<file path="src/rtl/simple_rx_pkg.sv">
// Shared constants and types for the simple_rx packet receiver.
package simple_rx_pkg;

  // Register word index, i.e. byte offset >> 2 within the window.
  localparam logic [2:0] REG_CTRL     = 3'd0;
  localparam logic [2:0] REG_PKT_CNT  = 3'd1;
  localparam logic [2:0] REG_BYTE_CNT = 3'd2;
  localparam logic [2:0] REG_ERR_CNT  = 3'd3;
  localparam logic [2:0] REG_LAT_LAST = 3'd4;
  localparam logic [2:0] REG_LAT_MIN  = 3'd5;
  localparam logic [2:0] REG_LAT_MAX  = 3'd6;
  localparam logic [2:0] REG_TS_NOW   = 3'd7;

  localparam int CTRL_CLEAR_BIT  = 0;
  localparam int CTRL_ENABLE_BIT = 1;

  localparam logic [31:0] LAT_MIN_RST = 32'hFFFF_FFFF;

  localparam logic [1:0] RESP_OKAY   = 2'b00;
  localparam logic [1:0] RESP_SLVERR = 2'b10;

  typedef enum logic [1:0] {
    ST_IDLE = 2'd0,
    ST_BODY = 2'd1,
    ST_DROP = 2'd2
  } rx_state_t;

  function automatic logic [31:0] sat_add32(input logic [31:0] a, input logic [31:0] b);
    logic [32:0] s;
    s = {1'b0, a} + {1'b0, b};
    return s[32] ? 32'hFFFF_FFFF : s[31:0];
  endfunction

endpackage

</file>
<file path="src/rtl/simple_rx_if.sv">
// Bus bundles for simple_rx: AXI4-Lite register port and AXI-Stream packet port.
interface simple_rx_axil_if #(
  parameter int ADDR_W = 32,
  parameter int DATA_W = 32
);
  logic [ADDR_W-1:0]   awaddr;
  logic                awvalid;
  logic                awready;
  logic [DATA_W-1:0]   wdata;
  logic [DATA_W/8-1:0] wstrb;
  logic                wvalid;
  logic                wready;
  logic [1:0]          bresp;
  logic                bvalid;
  logic                bready;
  logic [ADDR_W-1:0]   araddr;
  logic                arvalid;
  logic                arready;
  logic [DATA_W-1:0]   rdata;
  logic [1:0]          rresp;
  logic                rvalid;
  logic                rready;

  modport master (
    output awaddr, awvalid, wdata, wstrb, wvalid, bready, araddr, arvalid, rready,
    input  awready, wready, bresp, bvalid, arready, rdata, rresp, rvalid
  );
  modport slave (
    input  awaddr, awvalid, wdata, wstrb, wvalid, bready, araddr, arvalid, rready,
    output awready, wready, bresp, bvalid, arready, rdata, rresp, rvalid
  );
endinterface

interface simple_rx_axis_if #(
  parameter int DATA_W = 256,
  parameter int USER_W = 128
);
  logic [DATA_W-1:0]   tdata;
  logic [DATA_W/8-1:0] tstrb;
  logic [USER_W-1:0]   tuser;
  logic                tvalid;
  logic                tready;
  logic                tlast;

  modport master (output tdata, tstrb, tuser, tvalid, tlast, input tready);
  modport slave  (input tdata, tstrb, tuser, tvalid, tlast, output tready);
endinterface

</file>
<file path="src/rtl/simple_rx_axil_regs.sv">
// AXI4-Lite slave for simple_rx: handshakes, window decode, CTRL register and read mux.
module simple_rx_axil_regs
  import simple_rx_pkg::*;
#(
  parameter int                            C_S_AXI_DATA_WIDTH = 32,
  parameter int                            C_S_AXI_ADDR_WIDTH = 32,
  parameter logic [C_S_AXI_ADDR_WIDTH-1:0] C_BASEADDR         = 32'h0000_0000,
  parameter logic [C_S_AXI_ADDR_WIDTH-1:0] C_HIGHADDR         = 32'h0000_001F
) (
  input  logic                  aclk,
  input  logic                  aresetn,
  simple_rx_axil_if.slave       s_axil,
  input  logic [31:0]           pkt_cnt,
  input  logic [31:0]           byte_cnt,
  input  logic [31:0]           err_cnt,
  input  logic [31:0]           lat_last,
  input  logic [31:0]           lat_min,
  input  logic [31:0]           lat_max,
  input  logic [31:0]           ts_now_lo,
  output logic                  enable,
  output logic                  clear
);

  localparam logic [C_S_AXI_ADDR_WIDTH-1:0] WIN_SPAN = C_HIGHADDR - C_BASEADDR;

  logic [C_S_AXI_ADDR_WIDTH-1:0] wr_ofs;
  logic [C_S_AXI_ADDR_WIDTH-1:0] rd_ofs;
  logic                          wr_hit;
  logic                          rd_hit;
  logic [31:0]                   rd_mux;
  logic                          unused_axil;

  // Below-base addresses wrap to a large offset, so one compare covers both bounds.
  assign wr_ofs = s_axil.awaddr - C_BASEADDR;
  assign rd_ofs = s_axil.araddr - C_BASEADDR;
  assign wr_hit = (wr_ofs <= WIN_SPAN);
  assign rd_hit = (rd_ofs <= WIN_SPAN);

  assign unused_axil = ^{s_axil.wstrb, s_axil.wdata, wr_ofs, rd_ofs};

  always_comb begin
    rd_mux = '0;
    case (rd_ofs[4:2])
      REG_CTRL:     rd_mux[CTRL_ENABLE_BIT] = enable;
      REG_PKT_CNT:  rd_mux = pkt_cnt;
      REG_BYTE_CNT: rd_mux = byte_cnt;
      REG_ERR_CNT:  rd_mux = err_cnt;
      REG_LAT_LAST: rd_mux = lat_last;
      REG_LAT_MIN:  rd_mux = lat_min;
      REG_LAT_MAX:  rd_mux = lat_max;
      REG_TS_NOW:   rd_mux = ts_now_lo;
      default:      rd_mux = '0;
    endcase
    if (!rd_hit) rd_mux = '0;
  end

  always_ff @(posedge aclk or negedge aresetn) begin
    if (!aresetn) begin
      s_axil.awready <= 1'b0;
      s_axil.wready  <= 1'b0;
      s_axil.bvalid  <= 1'b0;
      s_axil.bresp   <= RESP_OKAY;
      s_axil.arready <= 1'b0;
      s_axil.rvalid  <= 1'b0;
      s_axil.rdata   <= '0;
      s_axil.rresp   <= RESP_OKAY;
      enable         <= 1'b1;
      clear          <= 1'b0;
    end else begin
      clear          <= 1'b0;
      s_axil.awready <= 1'b0;
      s_axil.wready  <= 1'b0;
      s_axil.arready <= 1'b0;

      if (s_axil.bvalid && s_axil.bready) s_axil.bvalid <= 1'b0;
      if (s_axil.awready && s_axil.awvalid && s_axil.wvalid) begin
        s_axil.bvalid <= 1'b1;
        s_axil.bresp  <= wr_hit ? RESP_OKAY : RESP_SLVERR;
        if (wr_hit && wr_ofs[4:2] == REG_CTRL) begin
          enable <= s_axil.wdata[CTRL_ENABLE_BIT];
          clear  <= s_axil.wdata[CTRL_CLEAR_BIT];
        end
      end else if (!s_axil.bvalid && s_axil.awvalid && s_axil.wvalid) begin
        s_axil.awready <= 1'b1;
        s_axil.wready  <= 1'b1;
      end

      if (s_axil.rvalid && s_axil.rready) s_axil.rvalid <= 1'b0;
      if (s_axil.arready && s_axil.arvalid) begin
        s_axil.rvalid <= 1'b1;
        s_axil.rdata  <= C_S_AXI_DATA_WIDTH'(rd_mux);
        s_axil.rresp  <= rd_hit ? RESP_OKAY : RESP_SLVERR;
      end else if (!s_axil.rvalid && s_axil.arvalid) begin
        s_axil.arready <= 1'b1;
      end
    end
  end

endmodule

</file>
<file path="src/rtl/simple_rx.sv">
// Loopback packet receiver: stream framing FSM, packet/byte/error counters and latency stats.
//   state   | meaning
//   IDLE    | waiting for beat 0 of a packet
//   BODY    | inside a packet, accumulating bytes
//   DROP    | packet interrupted by clear, discarding until TLAST
module simple_rx
  import simple_rx_pkg::*;
#(
  parameter int                            C_S_AXIS_DATA_WIDTH  = 256,
  parameter int                            C_S_AXIS_TUSER_WIDTH = 128,
  parameter int                            C_S_AXI_DATA_WIDTH   = 32,
  parameter int                            C_S_AXI_ADDR_WIDTH   = 32,
  parameter logic [C_S_AXI_ADDR_WIDTH-1:0] C_BASEADDR           = 32'h0000_0000,
  parameter logic [C_S_AXI_ADDR_WIDTH-1:0] C_HIGHADDR           = 32'h0000_001F,
  parameter int                            C_TS_WIDTH           = 64
) (
  input  logic             S_AXI_ACLK,
  input  logic             S_AXI_ARESETN,
  simple_rx_axil_if.slave  s_axil,
  simple_rx_axis_if.slave  s_axis,
  input  logic             ext_rst_count,
  output logic             rx_pkt_done,
  output logic             rx_err
);

  localparam int STRB_W = C_S_AXIS_DATA_WIDTH / 8;

  rx_state_t             state;
  logic [C_TS_WIDTH-1:0] ts_now;
  logic [31:0]           pkt_bytes;
  logic [31:0]           lat_q;
  logic                  err_q;
  logic [31:0]           pkt_cnt;
  logic [31:0]           byte_cnt;
  logic [31:0]           err_cnt;
  logic [31:0]           lat_last;
  logic [31:0]           lat_min;
  logic [31:0]           lat_max;
  logic                  ctrl_enable;
  logic                  ctrl_clear;

  logic                  beat;
  logic                  clr;
  logic [31:0]           strb_pop;
  logic [STRB_W-1:0]     strb_p1;
  logic                  beat_bad;
  logic [C_TS_WIDTH-1:0] ts_diff;
  logic [31:0]           lat_now;
  logic                  fin_first;
  logic [31:0]           fin_bytes;
  logic                  fin_err;
  logic [31:0]           fin_lat;
  logic                  commit;
  logic                  unused_axis;

  assign beat = s_axis.tvalid & s_axis.tready;
  assign clr  = ctrl_clear | ext_rst_count;
  assign unused_axis = ^{s_axis.tuser, s_axis.tdata};

  always_comb begin
    strb_pop = '0;
    for (int i = 0; i < STRB_W; i++) strb_pop = strb_pop + 32'(s_axis.tstrb[i]);
  end

  // A strobe of the form 0..01..1 has no overlap with itself plus one.
  assign strb_p1  = s_axis.tstrb + STRB_W'(1);
  assign beat_bad = (s_axis.tstrb == '0)
                 || ((s_axis.tstrb & strb_p1) != '0)
                 || (!s_axis.tlast && (s_axis.tstrb != '1));

  assign ts_diff = ts_now - s_axis.tdata[C_TS_WIDTH-1:0];
  assign lat_now = (ts_diff > C_TS_WIDTH'(32'hFFFF_FFFF)) ? 32'hFFFF_FFFF : ts_diff[31:0];

  assign fin_first = (state == ST_IDLE);
  assign fin_bytes = fin_first ? strb_pop : sat_add32(pkt_bytes, strb_pop);
  assign fin_err   = beat_bad | (!fin_first & err_q);
  assign fin_lat   = fin_first ? lat_now : lat_q;
  assign commit    = beat & s_axis.tlast & (state != ST_DROP) & !clr;

  always_ff @(posedge S_AXI_ACLK or negedge S_AXI_ARESETN) begin
    if (!S_AXI_ARESETN) ts_now <= '0;
    else                ts_now <= ts_now + C_TS_WIDTH'(1);
  end

  always_ff @(posedge S_AXI_ACLK or negedge S_AXI_ARESETN) begin
    if (!S_AXI_ARESETN) begin
      state         <= ST_IDLE;
      pkt_bytes     <= '0;
      lat_q         <= '0;
      err_q         <= 1'b0;
      pkt_cnt       <= '0;
      byte_cnt      <= '0;
      err_cnt       <= '0;
      lat_last      <= '0;
      lat_min       <= LAT_MIN_RST;
      lat_max       <= '0;
      rx_pkt_done   <= 1'b0;
      rx_err        <= 1'b0;
      s_axis.tready <= 1'b0;
    end else begin
      s_axis.tready <= ctrl_enable;
      rx_pkt_done   <= commit;
      rx_err        <= commit & fin_err;

      if (beat) begin
        pkt_bytes <= fin_bytes;
        err_q     <= fin_err;
        if (fin_first) lat_q <= lat_now;
      end

      case (state)
        ST_IDLE: if (beat && !s_axis.tlast) state <= clr ? ST_DROP : ST_BODY;
        ST_BODY: begin
          if (beat && s_axis.tlast) state <= ST_IDLE;
          else if (clr)             state <= ST_DROP;
        end
        ST_DROP: if (beat && s_axis.tlast) state <= ST_IDLE;
        default: state <= ST_IDLE;
      endcase

      // Clear beats a same-cycle commit: that packet is simply lost.
      if (clr) begin
        pkt_cnt  <= '0;
        byte_cnt <= '0;
        err_cnt  <= '0;
        lat_last <= '0;
        lat_min  <= LAT_MIN_RST;
        lat_max  <= '0;
      end else if (commit) begin
        pkt_cnt  <= sat_add32(pkt_cnt, 32'd1);
        byte_cnt <= sat_add32(byte_cnt, fin_bytes);
        if (fin_err) begin
          err_cnt <= sat_add32(err_cnt, 32'd1);
        end else begin
          lat_last <= fin_lat;
          if (fin_lat < lat_min) lat_min <= fin_lat;
          if (fin_lat > lat_max) lat_max <= fin_lat;
        end
      end
    end
  end

  simple_rx_axil_regs #(
    .C_S_AXI_DATA_WIDTH (C_S_AXI_DATA_WIDTH),
    .C_S_AXI_ADDR_WIDTH (C_S_AXI_ADDR_WIDTH),
    .C_BASEADDR         (C_BASEADDR),
    .C_HIGHADDR         (C_HIGHADDR)
  ) u_regs (
    .aclk      (S_AXI_ACLK),
    .aresetn   (S_AXI_ARESETN),
    .s_axil    (s_axil),
    .pkt_cnt   (pkt_cnt),
    .byte_cnt  (byte_cnt),
    .err_cnt   (err_cnt),
    .lat_last  (lat_last),
    .lat_min   (lat_min),
    .lat_max   (lat_max),
    .ts_now_lo (ts_now[31:0]),
    .enable    (ctrl_enable),
    .clear     (ctrl_clear)
  );

endmodule
</file>
<file path="src/flat_wrapper.sv">
// flat-port wrapper written by rule: the top's interface ports become plain ports
module simple_rx_flat import simple_rx_pkg::*;
#(
  parameter int                            C_S_AXIS_DATA_WIDTH  = 256,
  parameter int                            C_S_AXIS_TUSER_WIDTH = 128,
  parameter int                            C_S_AXI_DATA_WIDTH   = 32,
  parameter int                            C_S_AXI_ADDR_WIDTH   = 32,
  parameter logic [C_S_AXI_ADDR_WIDTH-1:0] C_BASEADDR           = 32'h0000_0000,
  parameter logic [C_S_AXI_ADDR_WIDTH-1:0] C_HIGHADDR           = 32'h0000_001F,
  parameter int                            C_TS_WIDTH           = 64
)
  (S_AXI_ACLK, S_AXI_ARESETN, ext_rst_count, rx_pkt_done, rx_err, s_axil_awaddr, s_axil_awvalid, s_axil_wdata, s_axil_wstrb, s_axil_wvalid, s_axil_bready, s_axil_araddr, s_axil_arvalid, s_axil_rready, s_axil_awready, s_axil_wready, s_axil_bresp, s_axil_bvalid, s_axil_arready, s_axil_rdata, s_axil_rresp, s_axil_rvalid, s_axis_tdata, s_axis_tstrb, s_axis_tuser, s_axis_tvalid, s_axis_tlast, s_axis_tready);
  simple_rx_axil_if s_axil_i ();
  simple_rx_axis_if s_axis_i ();
  input  logic S_AXI_ACLK;
  input  logic S_AXI_ARESETN;
  input  logic ext_rst_count;
  output logic rx_pkt_done;
  output logic rx_err;
  input wire logic [$bits(s_axil_i.awaddr)-1:0] s_axil_awaddr;
  input wire logic [$bits(s_axil_i.awvalid)-1:0] s_axil_awvalid;
  input wire logic [$bits(s_axil_i.wdata)-1:0] s_axil_wdata;
  input wire logic [$bits(s_axil_i.wstrb)-1:0] s_axil_wstrb;
  input wire logic [$bits(s_axil_i.wvalid)-1:0] s_axil_wvalid;
  input wire logic [$bits(s_axil_i.bready)-1:0] s_axil_bready;
  input wire logic [$bits(s_axil_i.araddr)-1:0] s_axil_araddr;
  input wire logic [$bits(s_axil_i.arvalid)-1:0] s_axil_arvalid;
  input wire logic [$bits(s_axil_i.rready)-1:0] s_axil_rready;
  output wire logic [$bits(s_axil_i.awready)-1:0] s_axil_awready;
  output wire logic [$bits(s_axil_i.wready)-1:0] s_axil_wready;
  output wire logic [$bits(s_axil_i.bresp)-1:0] s_axil_bresp;
  output wire logic [$bits(s_axil_i.bvalid)-1:0] s_axil_bvalid;
  output wire logic [$bits(s_axil_i.arready)-1:0] s_axil_arready;
  output wire logic [$bits(s_axil_i.rdata)-1:0] s_axil_rdata;
  output wire logic [$bits(s_axil_i.rresp)-1:0] s_axil_rresp;
  output wire logic [$bits(s_axil_i.rvalid)-1:0] s_axil_rvalid;
  input wire logic [$bits(s_axis_i.tdata)-1:0] s_axis_tdata;
  input wire logic [$bits(s_axis_i.tstrb)-1:0] s_axis_tstrb;
  input wire logic [$bits(s_axis_i.tuser)-1:0] s_axis_tuser;
  input wire logic [$bits(s_axis_i.tvalid)-1:0] s_axis_tvalid;
  input wire logic [$bits(s_axis_i.tlast)-1:0] s_axis_tlast;
  output wire logic [$bits(s_axis_i.tready)-1:0] s_axis_tready;
  assign s_axil_i.awaddr = s_axil_awaddr;
  assign s_axil_i.awvalid = s_axil_awvalid;
  assign s_axil_i.wdata = s_axil_wdata;
  assign s_axil_i.wstrb = s_axil_wstrb;
  assign s_axil_i.wvalid = s_axil_wvalid;
  assign s_axil_i.bready = s_axil_bready;
  assign s_axil_i.araddr = s_axil_araddr;
  assign s_axil_i.arvalid = s_axil_arvalid;
  assign s_axil_i.rready = s_axil_rready;
  assign s_axil_awready = s_axil_i.awready;
  assign s_axil_wready = s_axil_i.wready;
  assign s_axil_bresp = s_axil_i.bresp;
  assign s_axil_bvalid = s_axil_i.bvalid;
  assign s_axil_arready = s_axil_i.arready;
  assign s_axil_rdata = s_axil_i.rdata;
  assign s_axil_rresp = s_axil_i.rresp;
  assign s_axil_rvalid = s_axil_i.rvalid;
  assign s_axis_i.tdata = s_axis_tdata;
  assign s_axis_i.tstrb = s_axis_tstrb;
  assign s_axis_i.tuser = s_axis_tuser;
  assign s_axis_i.tvalid = s_axis_tvalid;
  assign s_axis_i.tlast = s_axis_tlast;
  assign s_axis_tready = s_axis_i.tready;
  simple_rx #(.C_S_AXIS_DATA_WIDTH(C_S_AXIS_DATA_WIDTH), .C_S_AXIS_TUSER_WIDTH(C_S_AXIS_TUSER_WIDTH), .C_S_AXI_DATA_WIDTH(C_S_AXI_DATA_WIDTH), .C_S_AXI_ADDR_WIDTH(C_S_AXI_ADDR_WIDTH), .C_BASEADDR(C_BASEADDR), .C_HIGHADDR(C_HIGHADDR), .C_TS_WIDTH(C_TS_WIDTH)) u_core (.S_AXI_ACLK(S_AXI_ACLK), .S_AXI_ARESETN(S_AXI_ARESETN), .s_axil(s_axil_i), .s_axis(s_axis_i), .ext_rst_count(ext_rst_count), .rx_pkt_done(rx_pkt_done), .rx_err(rx_err));
endmodule
</file>
<file path="config.mk">
export PLATFORM = sky130hd
export DESIGN_NAME = simple_rx_flat
export DESIGN_NICKNAME = d
export VERILOG_FILES = /design/src/rtl/simple_rx_pkg.sv /design/src/rtl/simple_rx_if.sv /design/src/rtl/simple_rx_axil_regs.sv /design/src/rtl/simple_rx.sv /design/src/flat_wrapper.sv
export SDC_FILE = /design/constraint.sdc
export NUM_CORES = 1
export LEC_CHECK = 0
export ABC_AREA = 1
export ABC_CLOCK_PERIOD_IN_PS = 4800
export BUFFER_PORTS_ARGS = -buffer_cell sky130_fd_sc_hd__buf_2
export CORE_MARGIN = 1
export CORE_UTILIZATION = 35
export DETAILED_ROUTE_END_ITERATION = 10
export GPL_ROUTABILITY_DRIVEN = 0
export HOLD_SLACK_MARGIN = 0.08
export PLACE_DENSITY = 0.57
export SYNTH_ARGS = -nofsm -noshare
export SYNTH_HDL_FRONTEND = slang
export SYNTH_SLANG_ARGS = --single-unit
</file>
<file path="constraint.sdc">
create_clock -name S_AXI_ACLK -period 4.8 [get_ports S_AXI_ACLK]
set_input_delay 0.48 -clock S_AXI_ACLK [delete_from_list [all_inputs] [get_ports S_AXI_ACLK]]
set_output_delay 0.48 -clock S_AXI_ACLK [all_outputs]
set_load 0.02 [all_outputs]
</file>
**Word-level counts from Yosys, hierarchy flattened**

Cells that the tools add are included.

- Add/subtract/negate cells: 38
- Order comparisons: 5
- Equality and inequality tests: 15
- Multiplexer cells: 47
- Bitwise operators: 9
- Reduce and logical (&&, ||, !) cells: 36

Operator list:

| operator | number |
|---|---|
| 32-bit by 1-bit adder with 32-bit output | 30 |
| 32-bit 2-to-1 mux | 26 |
| 30-bit case mux with 7 select lines | 1 |
| 32-bit by 1-bit adder with 33-bit output, second input constant | 2 |
| 32-bit by 32-bit adder with 33-bit output | 2 |
| 64-bit by 1-bit adder with 64-bit output, second input constant | 1 |
| 64-bit by 32-bit greater-than comparator with 1-bit output, second input constant | 1 |
| 32-bit by 5-bit <= comparator with 1-bit output, second input constant | 2 |
| 64-bit subtractor | 1 |
| 32-bit by 1-bit adder with 32-bit output, second input constant | 1 |
| 32-bit bitwise AND | 1 |
| 32-bit greater-than comparator | 1 |
| 32-bit zero test | 1 |
| 32-bit < comparator | 1 |
| 32-bit inequality test, second input constant | 1 |
| 32-bit nonzero test | 1 |
| 2-bit 2-to-1 mux | 7 |
| 3-bit == test, second input constant | 4 |
| 1-bit logical AND | 12 |
| 2-bit nonzero test | 6 |
| 1-bit 2-to-1 mux | 10 |
| 3-bit AND reduction | 3 |
| 1-bit case mux with 8 select lines | 1 |
| 1-bit case mux with 7 select lines | 1 |
| other kinds (16) | 33 |

- Flip-flop bits (word level): 368
- Output and inout port bits: 44
- Word-level logic and storage cells: 173

**Logic depth before layout (Yosys ltp)**

- Depth after elaboration: 38
- Gate-level depth with buffers: 58
- Gate-level depth less buffers: 57

**Hierarchy**

From an unflattened synthesis, not the netlist that was laid out.

- Cells, all modules: 4775
- Area total of the unflattened synthesis: 31129.9 sq um

By module, submodules not included:

| module | times used | cells each | area each (sq um) |
|---|---|---|---|
| simple_rx | 1 | 3981 | 26780.7 |
| simple_rx_axil_regs | 1 | 794 | 4349.2 |

**Worst setup path before layout**

OpenSTA, ideal clock, no wires.

- Path type: input port to flip-flop
- Start: input port s_axis_tstrb[0]
- End: register u_core.byte_cnt[10]
- Setup time: 0.083 ns
- Arrival: 9.343 ns
- Data required time: 4.717 ns
- Path slack: -4.626 ns
- Stages: 50
- Path buffers: 2
- Cell sequence: inv_1 -> ha_1 -> inv_1 -> fa_1 -> fa_1 -> fa_1 -> fa_1 -> fa_1 -> fa_1 -> fa_1 -> fa_1 -> nor2_1 -> nor2_1 -> ha_1 -> a21oi_1 -> o21ai_0 -> a21oi_1 -> o21ai_0 -> [... 14 more ...] -> o21ai_1 -> inv_1 -> o21ai_1 -> nand3_1 -> nand2_2 -> a21oi_1 -> inv_1 -> a21oi_1 -> nor2_1 -> o21ai_1 -> nand2_1 -> a21boi_1 -> o21ai_1 -> a21oi_1 -> inv_2 -> buf_2 -> a21oi_1 -> o22ai_1

- Longest elaborated chain between the ends: 38

RTL lines:

| element | RTL line | source |
|---|---|---|
| start, declared | flat_wrapper.sv:38 | `input wire logic [$bits(s_axis_i.tstrb)-1:0] s_axis_tstrb;` |
| 1-bit by 1-bit adder with 2-bit output * | simple_rx.sv:62 | `for (int i = 0; i < STRB_W; i++) strb_pop = strb_pop + 32'(s_axis.tstrb[i]);` |
| 32-bit by 1-bit adder with 32-bit output * (30 in a row) | simple_rx.sv:62 |  |
| 32-bit by 32-bit adder with 33-bit output | simple_rx_pkg.sv:30 | `s = {1'b0, a} + {1'b0, b};` |
| 32-bit 2-to-1 mux | simple_rx_pkg.sv:31 | `return s[32] ? 32'hFFFF_FFFF : s[31:0];` |
| 32-bit 2-to-1 mux * | simple_rx.sv:75 | `assign fin_bytes = fin_first ? strb_pop : sat_add32(pkt_bytes, strb_pop);` |
| via u_core.fin_bytes[0] | simple_rx.sv:50 | `logic [31:0] fin_bytes;` |
| 32-bit by 32-bit adder with 33-bit output * | simple_rx_pkg.sv:30 |  |
| 32-bit 2-to-1 mux * | simple_rx_pkg.sv:31 |  |
| 32-bit 2-to-1 mux * | simple_rx.sv:129 | `end else if (commit) begin` |
| 32-bit 2-to-1 mux * | simple_rx.sv:122 | `if (clr) begin` |
| end signal, assigned | simple_rx.sv:131 | `byte_cnt <= sat_add32(byte_cnt, fin_bytes);` |
| end, declared | simple_rx.sv:34 | `logic [31:0] byte_cnt;` |

The timed path passes the listed nets; every way through them passes the cells marked *. The select of a mux whose other input is x is not followed.
A chain may end at the register's enable or synchronous reset.

**Worst setup path after layout**

- Start: input port s_axis_tstrb[0]
- End: register u_core.byte_cnt[0]

Same word-level chain as after synthesis.

==> impl_metrics.tcl <==
set metrics [dict create \
    placed_area_um2 37500 \
    grt_pass1_vias 30833 \
    synth_edf_count 0 \
    synth_top_cell_area_share_pct 27.67 \
    wire_per_inst_um 17.76 \
    dp_hpwl_mm 87.26 \
    cts_sinks 366 \
    io_pins 570 \
    firstDrtPassIters 6 \
    pre_cts_slack_ns -4.969 \
    dp.cells 6270 \
    use_met2_pct 41.93 \
    numCtsBuffers 44 \
    worst_slew_pin_slew_ns 1.311 \
    relSlewSlack_pct 12.39 \
    wirelength_mm 115.4 \
    rsz0062_at_grt "true" \
    fp.dieH_um 295.3 \
    r2r-end "u_core.lat_max[1]" \
    use_met1_pct 33.80 \
    p_total_mw 12.58 \
    vias 32397 \
    nNetsFinal 6046 \
    drtIter0Drc 2492 \
    max_cap_violations 0 \
    r2r-start "u_core.ts_now[1]" \
    yosysTopAreaCell "dfrtp_1" \
    drc 0 \
    fmax_mhz 115.3 \
    numPortBuffers 209 \
    crit_buf_inv 13 \
    clock_latency_ns 0.61 \
    tritoncts "built" \
    rows 107 \
    synthTopCellsByCount "nand2_1 (1087), inv_1 (818), dfrtp_1 (333)" \
    p_per_area_nw_per_um2 291.8 \
    die_w_um 295.3 \
    timing.final.crit_share_pct 180.7 \
    violations "setup timing" \
    start_kind "input port" \
    core_um2 85150 \
    root_buffer "clkbuf_16" \
    status "finished, violations left" \
    holdCritPathClass "input port to register" \
    fin_tns_setup_ns -210.29 \
    ys_async_sr_fraction_pct 100.0 \
    yosysSeqAreaShare_pct 30.55 \
    cp_max_fo 8 \
    grt_pass1_wl_mm 172.8 \
    end_kind "register" \
    synthFlopType "dfrtp_1" \
    critPathTopFamily "adder cells" \
    ys_ff_latch 366 \
    netlist_area_um2 30120 \
    synth_warnings 0 \
    dieArea_um2 87230 \
    htreeDepth 2 \
    whs_endpoint "u_core.u_regs.enable" \
    cp_slowest_cell "fa_1" \
    hold_ws_ns 0.1060 \
    synthCells 4355 \
    overflow 0 \
    vdd_drop_max_mv 0.7405 \
    p_leak_nw 21.87 \
    fin_util_pct 50.63 \
    final_cells 6498 \
    start_util_pct 35.37 \
    drive_above_1_share_pct 33.94 \
    synth_most_common_cell "nand2_1" \
    synth_area_leaders "dfrtp_1 (28%), nand2_1 (14%), inv_1 (10%)" \
    cts_buffer_depth 3 \
    detail-route-antenna-nets 0 \
    design_area_um2 43110 \
    hold_depth 2 \
    rr_worst_depth 35 \
    hold_path.startpoint "s_axil_wdata[1]" \
    cp.required_ns 5.32 \
    r2r_slack_ns -0.60 \
    grt.busiest_layer "met2" \
    fin_crit_ns 8.673 \
    grtUsageMet3_pct 2.917 \
    worst_slack_ns -3.873 \
    synth.avg_cell_area_um2 6.916 \
    path_class "input port to register" \
    setup_viol 128 \
    grt_max_degree 127 \
    arrival_ns 9.20 \
    slowest_delay_ns 0.52 \
    drv_slew 0 \
    vias_per_cell 4.986 \
    syn_to_final_growth_pct 43.14 \
    skew_ns 0.04821 \
    ys_types 74 \
    hold_viol 0 \
    path_clk_slew_ns 0.06 \
    antenna_found_initial 4 \
    grtUsageTotal_pct 25.41 \
]
[sequential cells by signal, indices dropped and copies added (netlist names)]
register / flops
u_core.s_axis.tready: 1
u_core.byte_cnt: 32
u_core.rx_pkt_done: 1
u_core.u_regs.clear: 1
u_core.lat_last: 32
u_core.lat_min: 32
u_core.u_regs.s_axil.bresp: 1
u_core.u_regs.s_axil.bvalid: 1
u_core.pkt_cnt: 32
u_core.u_regs.s_axil.wready: 1
u_core.lat_q: 32
u_core.rx_err: 1
u_core.state: 2
u_core.err_q: 1
u_core.u_regs.s_axil.rvalid: 1
u_core.u_regs.s_axil.rdata: 32
u_core.u_regs.s_axil.arready: 1
u_core.err_cnt: 32
u_core.ts_now: 64
u_core.u_regs.enable: 1
u_core.pkt_bytes: 32
u_core.lat_max: 32
u_core.u_regs.s_axil.rresp: 1
[per-layer routing]
metal / share of wire, % / up-vias
met5: 0 / -
met4: 4.2 / 0
met3: 5.4 / 217
met2: 47 / 949
met1: 44 / 15274
li1: - / 15957
[cell families (layout without fill, tap and decap cells)]
| group | count (synthesis) | after routing | synth area share [%] |
|---|---|---|---|
| AO/OA/AOI/OAI | 723 | 723 | 14.22 |
| XOR/XNOR | 152 | 152 | 4.420 |
| adder cells (fa/ha/maj) | 204 | 204 | 9.148 |
| buffers and inverters | 983 | 1977 | 12.80 |
| flip-flops | 366 | 366 | 30.55 |
| multiplexers | 1 | 1 | 0.03739 |
| other | 1 | 6 | 0.01245 |
| AND/OR/NAND/NOR | 1925 | 1925 | 28.82 |
[area by class of cell]
class	instances	area (um^2)
inverter	875	3322
timing repair buffer	1022	7895
fill	8264	42040
tap	1144	1431
multi-input combinational	3007	19750
clock inverter	21	291.5
sequential	366	9200
antenna	4	10.01
clock buffer	59	1207
[worst max path at each step]
stage | startpoint | end | slack [ns] | depth (start not counted)
2_1_floorplan | s_axis_tstrb[1] | u_core.byte_cnt[20] | -4.06 | 50
3_3_place_gp | s_axis_tstrb[0] | u_core.byte_cnt[30] | -4.78 | 56
3_5_place_dp | s_axis_tstrb[0] | u_core.byte_cnt[30] | -4.97 | 56
4_1_cts | s_axis_tstrb[0] | u_core.byte_cnt[14] | -3.87 | 48
5_1_grt | s_axis_tstrb[0] | u_core.byte_cnt[6] | -4.33 | 54
6_report | s_axis_tstrb[0] | u_core.byte_cnt[0] | -3.87 | 51
[placed cells by master, fill, tap and decap left out, types with 24 or more instances in the layout]
cell type / Yosys / layout
a21oi_1: 175 / 135
a21oi_2: 1 / 26
buf_12: 1 / 24
buf_2: 4 / 206
buf_4: 12 / 716
buf_6: 12 / 52
clkbuf_16: 0 / 47
dfrtp_1: 333 / 333
dfstp_2: 33 / 33
ha_1: 177 / 120
ha_4: 0 / 55
inv_1: 818 / 786
inv_2: 53 / 79
nand2_1: 1087 / 980
nand2_2: 33 / 107
nand2_4: 5 / 36
nand3_1: 211 / 119
nand3_2: 23 / 90
nand3_4: 0 / 25
nand4_1: 69 / 69
nor2_1: 225 / 187
nor2_2: 28 / 46
nor3_1: 99 / 92
nor4_1: 42 / 38
o21ai_0: 288 / 203
o21ai_1: 23 / 74
o21ai_2: 0 / 32
o22ai_1: 106 / 101
o22ai_2: 30 / 33
or2_2: 49 / 44
xnor2_1: 47 / 47
xor2_1: 105 / 101
[worst reg2reg max path, delay by kind of cell, from the launching register on]
family | cells | cell delay [ns]
adders and majority gates | 2 | 0.56
AOI/OAI and AO/OA | 6 | 0.89
and+or+nand+nor | 19 | 2.41
DFF | 1 | 0.40
buffers and inverters | 7 | 0.82
xor gates and xnor gates | 1 | 0.24
[repair_timing]
| action | in CTS | in global routing |
|---|---|---|
| endpoints found under the hold margin | 54 | 0 |
| setup endpoints to repair | 128 | 128 |
| setup buffers | 83 | 61 |
| hold buffers | 6 | 0 |
| gates cloned | 10 | 3 |
| pin swaps | 125 | 183 |
| resized for setup | 265 | 374 |
[where the power goes]
part	switching [mW]	internal [mW]
combinational	2.96	2.92
clock	1.47	2.06
sequential	0.0196	3.15
total	4.45	8.13
(Power assumes the default switching activity.)
